`config.mk`:
```
export PLATFORM = sky130hd
export DESIGN_NAME = player_move_control_flat
export DESIGN_NICKNAME = d
export VERILOG_FILES = /design/src/rtl/player_move_control_pkg.sv /design/src/rtl/player_move_control_if.sv /design/src/rtl/maze_addr_calc.sv /design/src/rtl/player_move_control.sv /design/src/flat_wrapper.sv
export SDC_FILE = /design/constraint.sdc
export NUM_CORES = 1
export LEC_CHECK = 0
export CORE_MARGIN = 2
export CORE_UTILIZATION = 45
export CTS_BUF_LIST = sky130_fd_sc_hd__clkbuf_4
export CTS_CLUSTER_DIAMETER = 60
export DETAILED_ROUTE_END_ITERATION = 7
export DONT_BUFFER_PORTS = 1
export GPL_TIMING_DRIVEN = 0
export PLACE_DENSITY = 0.58
export SYNTH_ARGS = -nofsm -noshare
export SYNTH_HDL_FRONTEND = slang
export SYNTH_SLANG_ARGS = --single-unit
```
`constraint.sdc`:
```
create_clock -name clock -period 13 [get_ports clock]
set_input_delay 1.3 -clock clock [delete_from_list [all_inputs] [get_ports clock]]
set_output_delay 1.3 -clock clock [all_outputs]
set_load 0.005 [all_outputs]
```
`src/rtl/player_move_control_pkg.sv`:
```
// Shared maze definitions: geometry, cell codes, controller state encoding and
// the one-hot direction record.
package player_move_control_pkg;

    localparam int unsigned MAZE_DIM = 24;
    localparam int unsigned COORD_W  = 5;
    localparam int unsigned ADDR_W   = 10;
    localparam int unsigned CELL_W   = 3;
    localparam int unsigned MOVES_W  = 7;

    localparam logic [COORD_W-1:0] TOP    = COORD_W'(0);
    localparam logic [COORD_W-1:0] LEFT   = COORD_W'(0);
    localparam logic [COORD_W-1:0] RIGHT  = COORD_W'(MAZE_DIM - 1);
    localparam logic [COORD_W-1:0] BOTTOM = COORD_W'(MAZE_DIM - 1);

    typedef enum logic [CELL_W-1:0] {
        OCCUPIED      = 3'd0,
        AVAILABLE     = 3'd1,
        START         = 3'd2,
        END           = 3'd3,
        YOUR_POSITION = 3'd4,
        PLUS_FIVE     = 3'd5,
        MINUS_FIVE    = 3'd6
    } cell_e;

    typedef enum logic [3:0] {
        ST_IDLE,
        ST_READ_WAIT,
        ST_REQUEST,
        ST_WAIT_VERDICT,
        ST_COMMIT,
        ST_DRAW_OLD,
        ST_DRAW_NEW,
        ST_CLEAR,
        ST_HALT
    } state_e;

    typedef struct packed {
        logic left;
        logic right;
        logic up;
        logic down;
    } dir_t;

endpackage

```
`src/rtl/player_move_control_if.sv`:
```
// Signal bundle between the move controller and its neighbours (keyboard
// decoder, maze memory, legality checker, redraw engine).
interface player_move_control_if;
    import player_move_control_pkg::*;

    logic moveLeft, moveRight, moveUp, moveDown;
    logic [CELL_W-1:0] memData;
    logic doneCheckLegal, isLegal, gameWon, gameOver, drawDone;

    logic [ADDR_W-1:0]  memAddress;
    logic [CELL_W-1:0]  valueInMemory;
    logic [COORD_W-1:0] x, y;
    logic dirLeft, dirRight, dirUp, dirDown;
    logic doneChangePosition;
    logic drawRequest;
    logic [COORD_W-1:0] drawX, drawY;
    logic [CELL_W-1:0]  drawValue;
    logic [MOVES_W-1:0] movesLeft;
    logic noMoreMoves;
    logic verdictTimeout;

    modport master (
        input  moveLeft, moveRight, moveUp, moveDown, memData,
               doneCheckLegal, isLegal, gameWon, gameOver, drawDone,
        output memAddress, valueInMemory, x, y,
               dirLeft, dirRight, dirUp, dirDown, doneChangePosition,
               drawRequest, drawX, drawY, drawValue,
               movesLeft, noMoreMoves, verdictTimeout
    );

    modport slave (
        output moveLeft, moveRight, moveUp, moveDown, memData,
               doneCheckLegal, isLegal, gameWon, gameOver, drawDone,
        input  memAddress, valueInMemory, x, y,
               dirLeft, dirRight, dirUp, dirDown, doneChangePosition,
               drawRequest, drawX, drawY, drawValue,
               movesLeft, noMoreMoves, verdictTimeout
    );

endinterface

```
`src/rtl/maze_addr_calc.sv`:
```
// Combinational neighbour-cell and memory-address computation; stops at the
// maze edges instead of wrapping.
module maze_addr_calc
    import player_move_control_pkg::*;
(
    input  logic [COORD_W-1:0] x,
    input  logic [COORD_W-1:0] y,
    input  dir_t               dir,
    output logic [COORD_W-1:0] tgt_x,
    output logic [COORD_W-1:0] tgt_y,
    output logic [ADDR_W-1:0]  addr
);

    always_comb begin
        tgt_x = x;
        tgt_y = y;
        if (dir.left && (x != LEFT)) begin
            tgt_x = x - COORD_W'(1);
        end else if (dir.right && (x != RIGHT)) begin
            tgt_x = x + COORD_W'(1);
        end
        if (dir.up && (y != TOP)) begin
            tgt_y = y - COORD_W'(1);
        end else if (dir.down && (y != BOTTOM)) begin
            tgt_y = y + COORD_W'(1);
        end
        addr = ADDR_W'(tgt_y) * ADDR_W'(MAZE_DIM) + ADDR_W'(tgt_x);
    end

endmodule

```
`src/rtl/player_move_control.sv`:
```
// Player move controller: turns move pulses into a memory read and a legality
// check request, then commits/discards the move and sequences the redraws.
module player_move_control
    import player_move_control_pkg::*;
#(
    parameter int unsigned START_X         = 1,
    parameter int unsigned START_Y         = 0,
    parameter int unsigned MAX_MOVES       = 99,
    parameter int unsigned MEM_LATENCY     = 2,
    parameter int unsigned VERDICT_TIMEOUT = 15
) (
    input logic clock,
    input logic reset,
    player_move_control_if.master bus
);

    localparam int unsigned CNT_W         = 5;
    localparam int unsigned VERDICT_GUARD = 2;

    state_e             state, state_nxt;
    logic [COORD_W-1:0] pos_x, pos_x_nxt, pos_y, pos_y_nxt;
    logic [COORD_W-1:0] tgt_x, tgt_y, calc_tgt_x, calc_tgt_y;
    dir_t               dir, dir_nxt, req;
    logic [ADDR_W-1:0]  mem_address, mem_addr_nxt, calc_addr;
    logic [CELL_W-1:0]  value, value_nxt;
    logic               done, done_nxt;
    logic               draw_req, draw_req_nxt;
    logic [COORD_W-1:0] draw_x, draw_x_nxt, draw_y, draw_y_nxt;
    cell_e              draw_val, draw_val_nxt;
    logic [MOVES_W-1:0] moves_left, moves_nxt;
    logic               timeout, timeout_nxt;
    logic [CNT_W-1:0]   rd_cnt, rd_cnt_nxt, wait_cnt, wait_cnt_nxt;
    logic               one_req, no_more, halt_req;

    assign req      = '{left: bus.moveLeft, right: bus.moveRight,
                        up: bus.moveUp, down: bus.moveDown};
    assign one_req  = $onehot(req);
    assign no_more  = (moves_left == '0);
    assign halt_req = (state != ST_IDLE) && (state != ST_HALT) && (bus.gameOver || bus.gameWon);

    // Target of the next-cycle position/direction; registering it keeps the
    // address and the commit target aligned with the latched direction.
    maze_addr_calc u_addr_calc (
        .x     (pos_x_nxt),
        .y     (pos_y_nxt),
        .dir   (dir_nxt),
        .tgt_x (calc_tgt_x),
        .tgt_y (calc_tgt_y),
        .addr  (calc_addr)
    );

    assign mem_addr_nxt = (state_nxt == ST_HALT) ? mem_address : calc_addr;

    always_ff @(posedge clock) begin
        if (reset) begin
            state       <= ST_IDLE;
            pos_x       <= COORD_W'(START_X);
            pos_y       <= COORD_W'(START_Y);
            tgt_x       <= COORD_W'(START_X);
            tgt_y       <= COORD_W'(START_Y);
            dir         <= '0;
            mem_address <= ADDR_W'(START_Y * MAZE_DIM + START_X);
            value       <= '0;
            done        <= 1'b0;
            draw_req    <= 1'b0;
            draw_x      <= '0;
            draw_y      <= '0;
            draw_val    <= OCCUPIED;
            moves_left  <= MOVES_W'(MAX_MOVES);
            timeout     <= 1'b0;
            rd_cnt      <= '0;
            wait_cnt    <= '0;
        end else begin
            state       <= state_nxt;
            pos_x       <= pos_x_nxt;
            pos_y       <= pos_y_nxt;
            tgt_x       <= calc_tgt_x;
            tgt_y       <= calc_tgt_y;
            dir         <= dir_nxt;
            mem_address <= mem_addr_nxt;
            value       <= value_nxt;
            done        <= done_nxt;
            draw_req    <= draw_req_nxt;
            draw_x      <= draw_x_nxt;
            draw_y      <= draw_y_nxt;
            draw_val    <= draw_val_nxt;
            moves_left  <= moves_nxt;
            timeout     <= timeout_nxt;
            rd_cnt      <= rd_cnt_nxt;
            wait_cnt    <= wait_cnt_nxt;
        end
    end

    always_comb begin
        state_nxt    = state;
        pos_x_nxt    = pos_x;
        pos_y_nxt    = pos_y;
        dir_nxt      = dir;
        value_nxt    = value;
        done_nxt     = 1'b0;
        draw_req_nxt = draw_req;
        draw_x_nxt   = draw_x;
        draw_y_nxt   = draw_y;
        draw_val_nxt = draw_val;
        moves_nxt    = moves_left;
        timeout_nxt  = timeout;
        rd_cnt_nxt   = rd_cnt;
        wait_cnt_nxt = wait_cnt;

        unique case (state)
            ST_IDLE: begin
                if (one_req && !no_more) begin
                    dir_nxt    = req;
                    rd_cnt_nxt = '0;
                    state_nxt  = ST_READ_WAIT;
                end
            end
            ST_READ_WAIT: begin
                if (rd_cnt == CNT_W'(MEM_LATENCY - 1)) begin
                    value_nxt = bus.memData;
                    done_nxt  = 1'b1;
                    state_nxt = ST_REQUEST;
                end else begin
                    rd_cnt_nxt = rd_cnt + CNT_W'(1);
                end
            end
            ST_REQUEST: begin
                wait_cnt_nxt = '0;
                state_nxt    = ST_WAIT_VERDICT;
            end
            // First clocks may still see the previous verdict's level.
            ST_WAIT_VERDICT: begin
                if ((wait_cnt >= CNT_W'(VERDICT_GUARD)) && bus.doneCheckLegal) begin
                    state_nxt = bus.isLegal ? ST_COMMIT : ST_CLEAR;
                end else if (wait_cnt == CNT_W'(VERDICT_TIMEOUT - 1)) begin
                    timeout_nxt = 1'b1;
                    state_nxt   = ST_CLEAR;
                end else begin
                    wait_cnt_nxt = wait_cnt + CNT_W'(1);
                end
            end
            ST_COMMIT: begin
                pos_x_nxt    = tgt_x;
                pos_y_nxt    = tgt_y;
                draw_req_nxt = 1'b1;
                draw_x_nxt   = pos_x;
                draw_y_nxt   = pos_y;
                draw_val_nxt = AVAILABLE;
                if (moves_left != '0) begin
                    moves_nxt = moves_left - MOVES_W'(1);
                end
                state_nxt    = ST_DRAW_OLD;
            end
            ST_DRAW_OLD: begin
                if (bus.drawDone && draw_req) begin
                    draw_x_nxt   = pos_x;
                    draw_y_nxt   = pos_y;
                    draw_val_nxt = YOUR_POSITION;
                    state_nxt    = ST_DRAW_NEW;
                end
            end
            ST_DRAW_NEW: begin
                if (bus.drawDone && draw_req) begin
                    draw_req_nxt = 1'b0;
                    state_nxt    = ST_CLEAR;
                end
            end
            ST_CLEAR: begin
                dir_nxt      = '0;
                draw_req_nxt = 1'b0;
                state_nxt    = ST_IDLE;
            end
            ST_HALT: begin
                dir_nxt = '0;
            end
            default: begin
                state_nxt = ST_IDLE;
            end
        endcase

        // Terminal flags win over everything, including a same-clock verdict.
        if (halt_req) begin
            state_nxt    = ST_HALT;
            pos_x_nxt    = pos_x;
            pos_y_nxt    = pos_y;
            dir_nxt      = '0;
            value_nxt    = value;
            done_nxt     = 1'b0;
            draw_req_nxt = draw_req;
            draw_x_nxt   = draw_x;
            draw_y_nxt   = draw_y;
            draw_val_nxt = draw_val;
            moves_nxt    = moves_left;
            timeout_nxt  = timeout;
        end
    end

    assign bus.memAddress         = mem_address;
    assign bus.valueInMemory      = value;
    assign bus.x                  = pos_x;
    assign bus.y                  = pos_y;
    assign bus.dirLeft            = dir.left;
    assign bus.dirRight           = dir.right;
    assign bus.dirUp              = dir.up;
    assign bus.dirDown            = dir.down;
    assign bus.doneChangePosition = done;
    assign bus.drawRequest        = draw_req;
    assign bus.drawX              = draw_x;
    assign bus.drawY              = draw_y;
    assign bus.drawValue          = draw_val;
    assign bus.movesLeft          = moves_left;
    assign bus.noMoreMoves        = no_more;
    assign bus.verdictTimeout     = timeout;

endmodule

```
`src/flat_wrapper.sv`:
```
// flat-port wrapper written by rule: the top's interface ports become plain ports
module player_move_control_flat import player_move_control_pkg::*;
#(
    parameter int unsigned START_X         = 1,
    parameter int unsigned START_Y         = 0,
    parameter int unsigned MAX_MOVES       = 99,
    parameter int unsigned MEM_LATENCY     = 2,
    parameter int unsigned VERDICT_TIMEOUT = 15
)
  (clock, reset, bus_moveLeft, bus_moveRight, bus_moveUp, bus_moveDown, bus_memData, bus_doneCheckLegal, bus_isLegal, bus_gameWon, bus_gameOver, bus_drawDone, bus_memAddress, bus_valueInMemory, bus_x, bus_y, bus_dirLeft, bus_dirRight, bus_dirUp, bus_dirDown, bus_doneChangePosition, bus_drawRequest, bus_drawX, bus_drawY, bus_drawValue, bus_movesLeft, bus_noMoreMoves, bus_verdictTimeout);
  player_move_control_if bus_i ();
  input logic clock;
  input logic reset;
  input wire logic [$bits(bus_i.moveLeft)-1:0] bus_moveLeft;
  input wire logic [$bits(bus_i.moveRight)-1:0] bus_moveRight;
  input wire logic [$bits(bus_i.moveUp)-1:0] bus_moveUp;
  input wire logic [$bits(bus_i.moveDown)-1:0] bus_moveDown;
  input wire logic [$bits(bus_i.memData)-1:0] bus_memData;
  input wire logic [$bits(bus_i.doneCheckLegal)-1:0] bus_doneCheckLegal;
  input wire logic [$bits(bus_i.isLegal)-1:0] bus_isLegal;
  input wire logic [$bits(bus_i.gameWon)-1:0] bus_gameWon;
  input wire logic [$bits(bus_i.gameOver)-1:0] bus_gameOver;
  input wire logic [$bits(bus_i.drawDone)-1:0] bus_drawDone;
  output wire logic [$bits(bus_i.memAddress)-1:0] bus_memAddress;
  output wire logic [$bits(bus_i.valueInMemory)-1:0] bus_valueInMemory;
  output wire logic [$bits(bus_i.x)-1:0] bus_x;
  output wire logic [$bits(bus_i.y)-1:0] bus_y;
  output wire logic [$bits(bus_i.dirLeft)-1:0] bus_dirLeft;
  output wire logic [$bits(bus_i.dirRight)-1:0] bus_dirRight;
  output wire logic [$bits(bus_i.dirUp)-1:0] bus_dirUp;
  output wire logic [$bits(bus_i.dirDown)-1:0] bus_dirDown;
  output wire logic [$bits(bus_i.doneChangePosition)-1:0] bus_doneChangePosition;
  output wire logic [$bits(bus_i.drawRequest)-1:0] bus_drawRequest;
  output wire logic [$bits(bus_i.drawX)-1:0] bus_drawX;
  output wire logic [$bits(bus_i.drawY)-1:0] bus_drawY;
  output wire logic [$bits(bus_i.drawValue)-1:0] bus_drawValue;
  output wire logic [$bits(bus_i.movesLeft)-1:0] bus_movesLeft;
  output wire logic [$bits(bus_i.noMoreMoves)-1:0] bus_noMoreMoves;
  output wire logic [$bits(bus_i.verdictTimeout)-1:0] bus_verdictTimeout;
  assign bus_i.moveLeft = bus_moveLeft;
  assign bus_i.moveRight = bus_moveRight;
  assign bus_i.moveUp = bus_moveUp;
  assign bus_i.moveDown = bus_moveDown;
  assign bus_i.memData = bus_memData;
  assign bus_i.doneCheckLegal = bus_doneCheckLegal;
  assign bus_i.isLegal = bus_isLegal;
  assign bus_i.gameWon = bus_gameWon;
  assign bus_i.gameOver = bus_gameOver;
  assign bus_i.drawDone = bus_drawDone;
  assign bus_memAddress = bus_i.memAddress;
  assign bus_valueInMemory = bus_i.valueInMemory;
  assign bus_x = bus_i.x;
  assign bus_y = bus_i.y;
  assign bus_dirLeft = bus_i.dirLeft;
  assign bus_dirRight = bus_i.dirRight;
  assign bus_dirUp = bus_i.dirUp;
  assign bus_dirDown = bus_i.dirDown;
  assign bus_doneChangePosition = bus_i.doneChangePosition;
  assign bus_drawRequest = bus_i.drawRequest;
  assign bus_drawX = bus_i.drawX;
  assign bus_drawY = bus_i.drawY;
  assign bus_drawValue = bus_i.drawValue;
  assign bus_movesLeft = bus_i.movesLeft;
  assign bus_noMoreMoves = bus_i.noMoreMoves;
  assign bus_verdictTimeout = bus_i.verdictTimeout;
  player_move_control #(.START_X(START_X), .START_Y(START_Y), .MAX_MOVES(MAX_MOVES), .MEM_LATENCY(MEM_LATENCY), .VERDICT_TIMEOUT(VERDICT_TIMEOUT)) u_core (.clock(clock), .reset(reset), .bus(bus_i));
endmodule
```
## Word level (Yosys, flattened, before mapping)

Index checks and enable logic that the tools add are counted.

- Divide/modulo/power cells: 0
- Reduce and logical (&&, ||, !) cells: 30
- Equal/unequal tests: 21
- Mux-type cells: 35
- Multipliers: 1
- $lt $le $gt $ge: 1
- Add/subtract/negate cells: 11
- Bitwise operators: 3
- Shift operators: 0

Operator list:

| cell | count |
|---|---|
| $mux W5 | 14 |
| $pmux W5 S2 | 4 |
| $mux W4 | 9 |
| $pmux W4 S8 | 1 |
| $add A5 B1 Y5 const B | 4 |
| $reduce_and A3 Y1 | 6 |
| $eq A4 B3 Y1 const B | 4 |
| $add A10 B5 Y10 | 1 |
| $ne A5 B5 Y1 const B | 2 |
| $reduce_bool A5 Y1 | 2 |
| $sub A5 B1 Y5 const B | 2 |
| $logic_and A1 B1 Y1 | 9 |
| $eq A4 B2 Y1 const B | 2 |
| $eq A4 B4 Y1 const B | 2 |
| $pmux W4 S2 | 1 |
| $logic_not A7 Y1 | 1 |
| $mul A5 B2 Y7 const B | 1 |
| $reduce_bool A7 Y1 | 1 |
| $sub A7 B1 Y7 const B | 1 |
| $ne A2 B1 Y1 const B | 3 |
| $ne A2 B2 Y1 const B | 3 |
| $pmux W3 S2 | 1 |
| $reduce_bool A2 Y1 | 3 |
| $eq A5 B1 Y1 const B | 1 |
| other kinds (20) | 24 |

- Bits of input ports: 14
- Latch bits: 0
- Bits in read-only memories: 0
- RAM bits: 0
- Word-level logic and storage cells: 122
- Memories kept: 0
- Flip-flop bits (word level): 74
- Output and inout bits: 51

## Depth between registers and ports, before layout

- Word-level depth: 12
- Mapped depth: 20
- Gate-level depth less buffers: 18

## Cells and area by module

A second synthesis with hierarchy kept.

- Cells, all modules: 438
- Area, all modules: 3943.8 um^2

By module, submodules not included:

| module | instances | cells each | seq. area each (um^2) | area an instance (um^2) |
|---|---|---|---|---|
| player_move_control | 1 | 326 | 1461.4 | 3095.5 |
| maze_addr_calc | 1 | 112 | 0.0 | 848.3 |

## Worst setup path before layout

OpenSTA, ideal clock, no wires.

- Path kind: input to register
- From: input port bus_moveDown
- To: register u_core.mem_address[9], in the netlist u_core.bus.memAddress[9]
- Stages on the path: 17
- Required time: 12877 ps
- Arrival: 5806 ps
- Slack: 7070 ps
- Setup time: 123 ps
- Buffers on the path: 1
- Cells stage by stage: ha_1 > ha_1 > fa_1 > or3b_2 > a221oi_4 > mux2_2 > and3_1 > buf_2 > o31a_1 > ha_1 > fa_1 > xor2_1 > nand3_1 > o21a_1 > o21ai_0 > a21oi_1 > mux2_1

- Cells in the longest elaborated chain, start to end: 12
- Elaborated cells between the ends (all ways): 21
- Classes of those cells: add/sub (3); mul (1); eq/ne (2); mux (10); reduce/logical (5)

Ends and longest elaborated chain:

| item | line | source |
|---|---|---|
| from (decl) | flat_wrapper.sv:17 | `input wire logic [$bits(bus_i.moveDown)-1:0] bus_moveDown;` |
| $add A1 B1 Y2 (implied by the code) | player_move_control.sv:37 | `assign one_req = $onehot(req);` |
| $add A3 B3 Y3 (implied by the code) | player_move_control.sv:37 |  |
| $eq A3 B1 Y1 | player_move_control.sv:37 |  |
| $logic_and A1 B1 Y1 | player_move_control.sv:112 | `if (one_req && !no_more) begin` |
| $mux W4 * | player_move_control.sv:112 |  |
| $pmux W4 S2 * | player_move_control.sv:110 | `unique case (state)` |
| $mux W4 * | player_move_control.sv:182 | `if (halt_req) begin` |
| $logic_and A1 B1 Y1 | maze_addr_calc.sv:24 | `end else if (dir.down && (y != BOTTOM)) begin` |
| $mux W5 | maze_addr_calc.sv:24 |  |
| $mux W5 * | maze_addr_calc.sv:22 | `if (dir.up && (y != TOP)) begin` |
| via u_core.calc_tgt_y[1] | player_move_control.sv:22 | `logic [COORD_W-1:0] tgt_x, tgt_y, calc_tgt_x, calc_tgt_y;` |
| $mul A5 B2 Y7 * | maze_addr_calc.sv:27 | `addr = ADDR_W'(tgt_y) * ADDR_W'(MAZE_DIM) + ADDR_W'(tgt_x);` |
| $add A10 B5 Y10 * | maze_addr_calc.sv:27 |  |
| to (signal assigned) | player_move_control.sv:62 | `mem_address <= ADDR_W'(START_Y * MAZE_DIM + START_X);` |
| to (signal assigned) | player_move_control.sv:80 | `mem_address <= mem_addr_nxt;` |
| to (decl) | player_move_control.sv:24 | `logic [ADDR_W-1:0] mem_address, mem_addr_nxt, calc_addr;` |

Mark *: on every way through the listed nets, which the timed path passes. The rest lies on a longest branch.
A chain may end at the register's enable or synchronous reset.

## Worst setup path in the final report

Same ends and word-level chain as after synthesis.

==> impl_metrics.json <==
{
  "run_status": "finished, final reports clean",
  "routed_wirelength_um": 9790,
  "p_sw_w": 0.000158,
  "cts_buffer_depth": 2,
  "synth.top_cells.by_area": "dfxtp_1 (36%), mux2i_1 (8.7%), nor2_1 (6.4%)",
  "cts_tree": "yes",
  "grt_pass1_wl_um": 16200,
  "worst-path-max-fanout": 6,
  "grt_setup_unrepaired": "no",
  "cp_cell_sequence": "ha_1, ha_1, fa_1, or3b_2, a221oi_4, mux2_2, and3_1, buf_2, o31a_1, ha_1, fa_1, xor2_1, nand3_1, o21a_1, o21ai_0, a21oi_1, mux2_1",
  "seqCellArea_sq_um": 1460,
  "detailed_place.area_sq_um": 4180,
  "rows": 34,
  "power-per-cell-area_nw_per_um2": 109,
  "fraction_of_layout_instances_using_a_drive_strength_above_1": 0.0865,
  "grt_overflow_total": 0,
  "power.leakage_nw": 1.71,
  "gp_congestion": 0.892,
  "synth_cell_types": 67,
  "synth_cells": 458,
  "regToRegEndpoint": "u_core.bus.memAddress[9]",
  "path_common_cell": "ha_1",
  "max_freq_ghz": 0.170,
  "combPwrFrac": 0.223,
  "hold-path-endpoint": "u_core.bus.memAddress[1]",
  "drv_cap": 0,
  "starting_density": 0.464,
  "postCtsSetupRepairBufs": 0,
  "fin_skew_ps": 14.3,
  "worstHoldPathCells": 2,
  "core_region_area_sq_um": 8720,
  "grt.met2_usage": 0.315,
  "initialDrtViolationCount": 152,
  "synthesis.area_sq_um": 4050,
  "synth_nets": 495,
  "vias_per_cell": 5.61,
  "synth_top_area_share": 0.361,
  "worstSetupEndpointType": "flip-flop",
  "hold_viol": 0,
  "timing.critical_path.arrival_ps": 6220,
  "drt.antenna.violating_nets": 0,
  "setup_total_negative_slack_ps": 0,
  "count_of_input_and_output_buffers": 0,
  "holdCritPathClass": "flip-flop to flip-flop",
  "top_usage_layer": "met2",
  "fill_cells": 875,
  "cts.repair.resized": 0,
  "min_period_over_period": 0.454,
  "layout_commonest_cell": "dfxtp_1",
  "dieHeight_um": 98.8,
  "antenna_found_initial": 0,
  "die_area_sq_um": 9760,
  "ctsHtreeMaxLevel": 3,
  "use_met3": 0.0624,
  "dp.final_hpwl_um": 7300,
  "timing_worst_setup_path_type": "primary input to flip-flop",
  "synth-edff-count": 0,
  "timing.critical_path.slowest_cell_delay_ps": 560,
  "multi_input_comb_area_sq_um": 2410,
  "intPower_w": 0.000310,
  "hold_wc_startpoint": "u_core.bus.memAddress[1]",
  "seqPwrFrac": 0.513,
  "worst_skew_pair.late_latency_ps": 420,
  "ff2ff_path_depth": 18,
  "worst_slew_margin_relative_to_its_limit": 0.250,
  "via_count_of_the_first_global_routing_pass": 3086,
  "reg2reg_slack_ps": 7920,
  "antennaDiodeCount": 0,
  "postSynth.asyncResetShare": 0,
  "fp.dieW_um": 98.8,
  "timing.rr.start": "u_core.state[0]",
  "postLayoutCellArea_sq_um": 4290,
  "routed_wire_length_per_instance_um": 16.8,
  "critical_path_required_ps": 13320,
  "cp_slowest_cell": "or3b_2",
  "clkSinkCount": 73,
  "io_pins": 65,
  "synth-main-ff-cell": "dfxtp_1",
  "clock_power_share": 0.264,
  "route.vias.total": 3266,
  "hold_buffers": 0,
  "post-layout-total-power_w": 0.000468,
  "period_needed_ps": 5900,
  "first_pass_iters": 5,
  "yosysWarnings": 0,
  "critical_path.startpoint_type": "primary input",
  "slew_at_the_pin_closest_to_its_max_slew_limit_ps": 1110,
  "sw_frac_of_total": 0.338,
  "most_frequent_cells_in_the_layout": "dfxtp_1 (73), nor2_1 (69), mux2i_1 (35)",
  "area_growth_pct": 6.09,
  "ys_seq_elements": 73,
  "peakVddDrop_mv": 0.0567,
  "final-instance-count-excl-fill": 582,
  "cpLargestDelayFamily": "adder cells",
  "nNetsFinal": 506,
  "path_buf_inv": 1,
  "ys_seq_area_frac": 0.361,
  "yosysTopAreaCell": "dfxtp_1",
  "avgSynthCellArea_sq_um": 8.83,
  "global_route.usage.met1": 0.289,
  "grt_max_degree": 14,
  "timing_max_transition_violations_final": 0,
  "timing.final.setup_violations": 0,
  "track_usage": 0.209,
  "cts_root_buffer": "clkbuf_4",
  "dp.cells": 566,
  "drc": 0,
  "cts-buffers-inserted": 9,
  "clk_pin_slew_ps": 120
}
[metrics by stage]
step | util | setup slack [ps] | hold WS [ps]
2_1_floorplan | - | 7070 | 443
3_3_place_gp | 0.479 | 6710 | 486
3_5_place_dp | 0.479 | 6660 | 493
4_1_cts | 0.492 | 7090 | 510
5_1_grt | 0.492 | 6820 | 553
6_report | 0.492 | 7100 | 510
[flip-flops by register name, indices dropped and copies added, names as in the netlist, 3 cells and up]
register	count
u_core.wait_cnt	5
u_core.tgt_x	5
u_core.bus.drawY	5
u_core.rd_cnt	5
u_core.bus.y	5
u_core.state	4
u_core.bus.memAddress	10
u_core.bus.drawX	5
u_core.bus.x	5
u_core.bus.movesLeft	7
u_core.bus.valueInMemory	3
u_core.tgt_y	5
[cell usage after synthesis, types with 3 or more instances]
cell      instances
xnor2_1          11
nand4_1           6
inv_1            17
nor4_1            4
buf_4             3
nor3b_1           3
nor2b_1           3
nand3_1          11
clkbuf_1         12
o21ai_0          13
o21a_1            3
nand2b_1          5
a21oi_1          18
nor2_1           69
or4_1             3
ha_1             20
dfxtp_1          73
xor2_1           16
a21o_1            4
and2_1            6
and3_1            8
fa_1              3
mux2i_1          35
nor3_1           14
a211oi_1          8
nand2_1          33
buf_2             4
a31oi_1           3
[worst max-delay path by stage]
stage | from | end | slack [ps] | cells after the start
after floorplan | bus_moveDown | u_core.bus.memAddress[9] | 7070 | 17
after global placement | bus_moveDown | u_core.bus.memAddress[9] | 6710 | 17
after detailed placement | bus_moveDown | u_core.bus.memAddress[9] | 6660 | 17
after CTS | bus_moveDown | u_core.bus.memAddress[9] | 7090 | 17
after global routing | bus_moveDown | u_core.bus.memAddress[9] | 6820 | 17
final | bus_moveDown | u_core.bus.memAddress[9] | 7100 | 17
[per-layer routing]
layer  wire length, um  vias to the layer above  share of wire
li1                  -                     1634              -
met1              4650                     1550           0.48
met2              4400                       75           0.45
met3               642                        7          0.066
met4                91                        0         0.0093
met5                 0                        -              0
[cells by family after synthesis]
family	count (synthesis)	synth area share
compound gates	76	0.140
xor+xnor	28	0.0625
fa+ha+maj	23	0.0767
buf+inv	39	0.0439
flops	73	0.361
mux	39	0.0987
other cells	1	0.000927
simple gates	179	0.216
[power by group through the flow]
stage                     clock (W)  sequential (W)  combinational (W)
final                      0.000123        0.000240           0.000104
after global routing       0.000137        0.000242           0.000117
after CTS                  0.000127        0.000240           0.000104
after detailed placement          0        0.000245           0.000103
after global placement            0        0.000245           0.000103
after floorplan                   0        0.000243          0.0000807
[area by class of cell]
type	count	share of cell area
clock buffer	9	0.0157
buffer	22	0.0265
multi-input combinational	346	0.561
tap	108	0.0315
clock inverter	7	0.0102
sequential	73	0.341
inverter	17	0.0149
[worst min-delay path: cells and delay by family, from the launching register on]
family / cells / cell delay (ps)
flip-flops: 1 / 360
AND/OR/NAND/NOR: 1 / 60
AO/OA/AOI/OAI: 1 / 50
No activity file was read; power rests on OpenSTA's default activity.
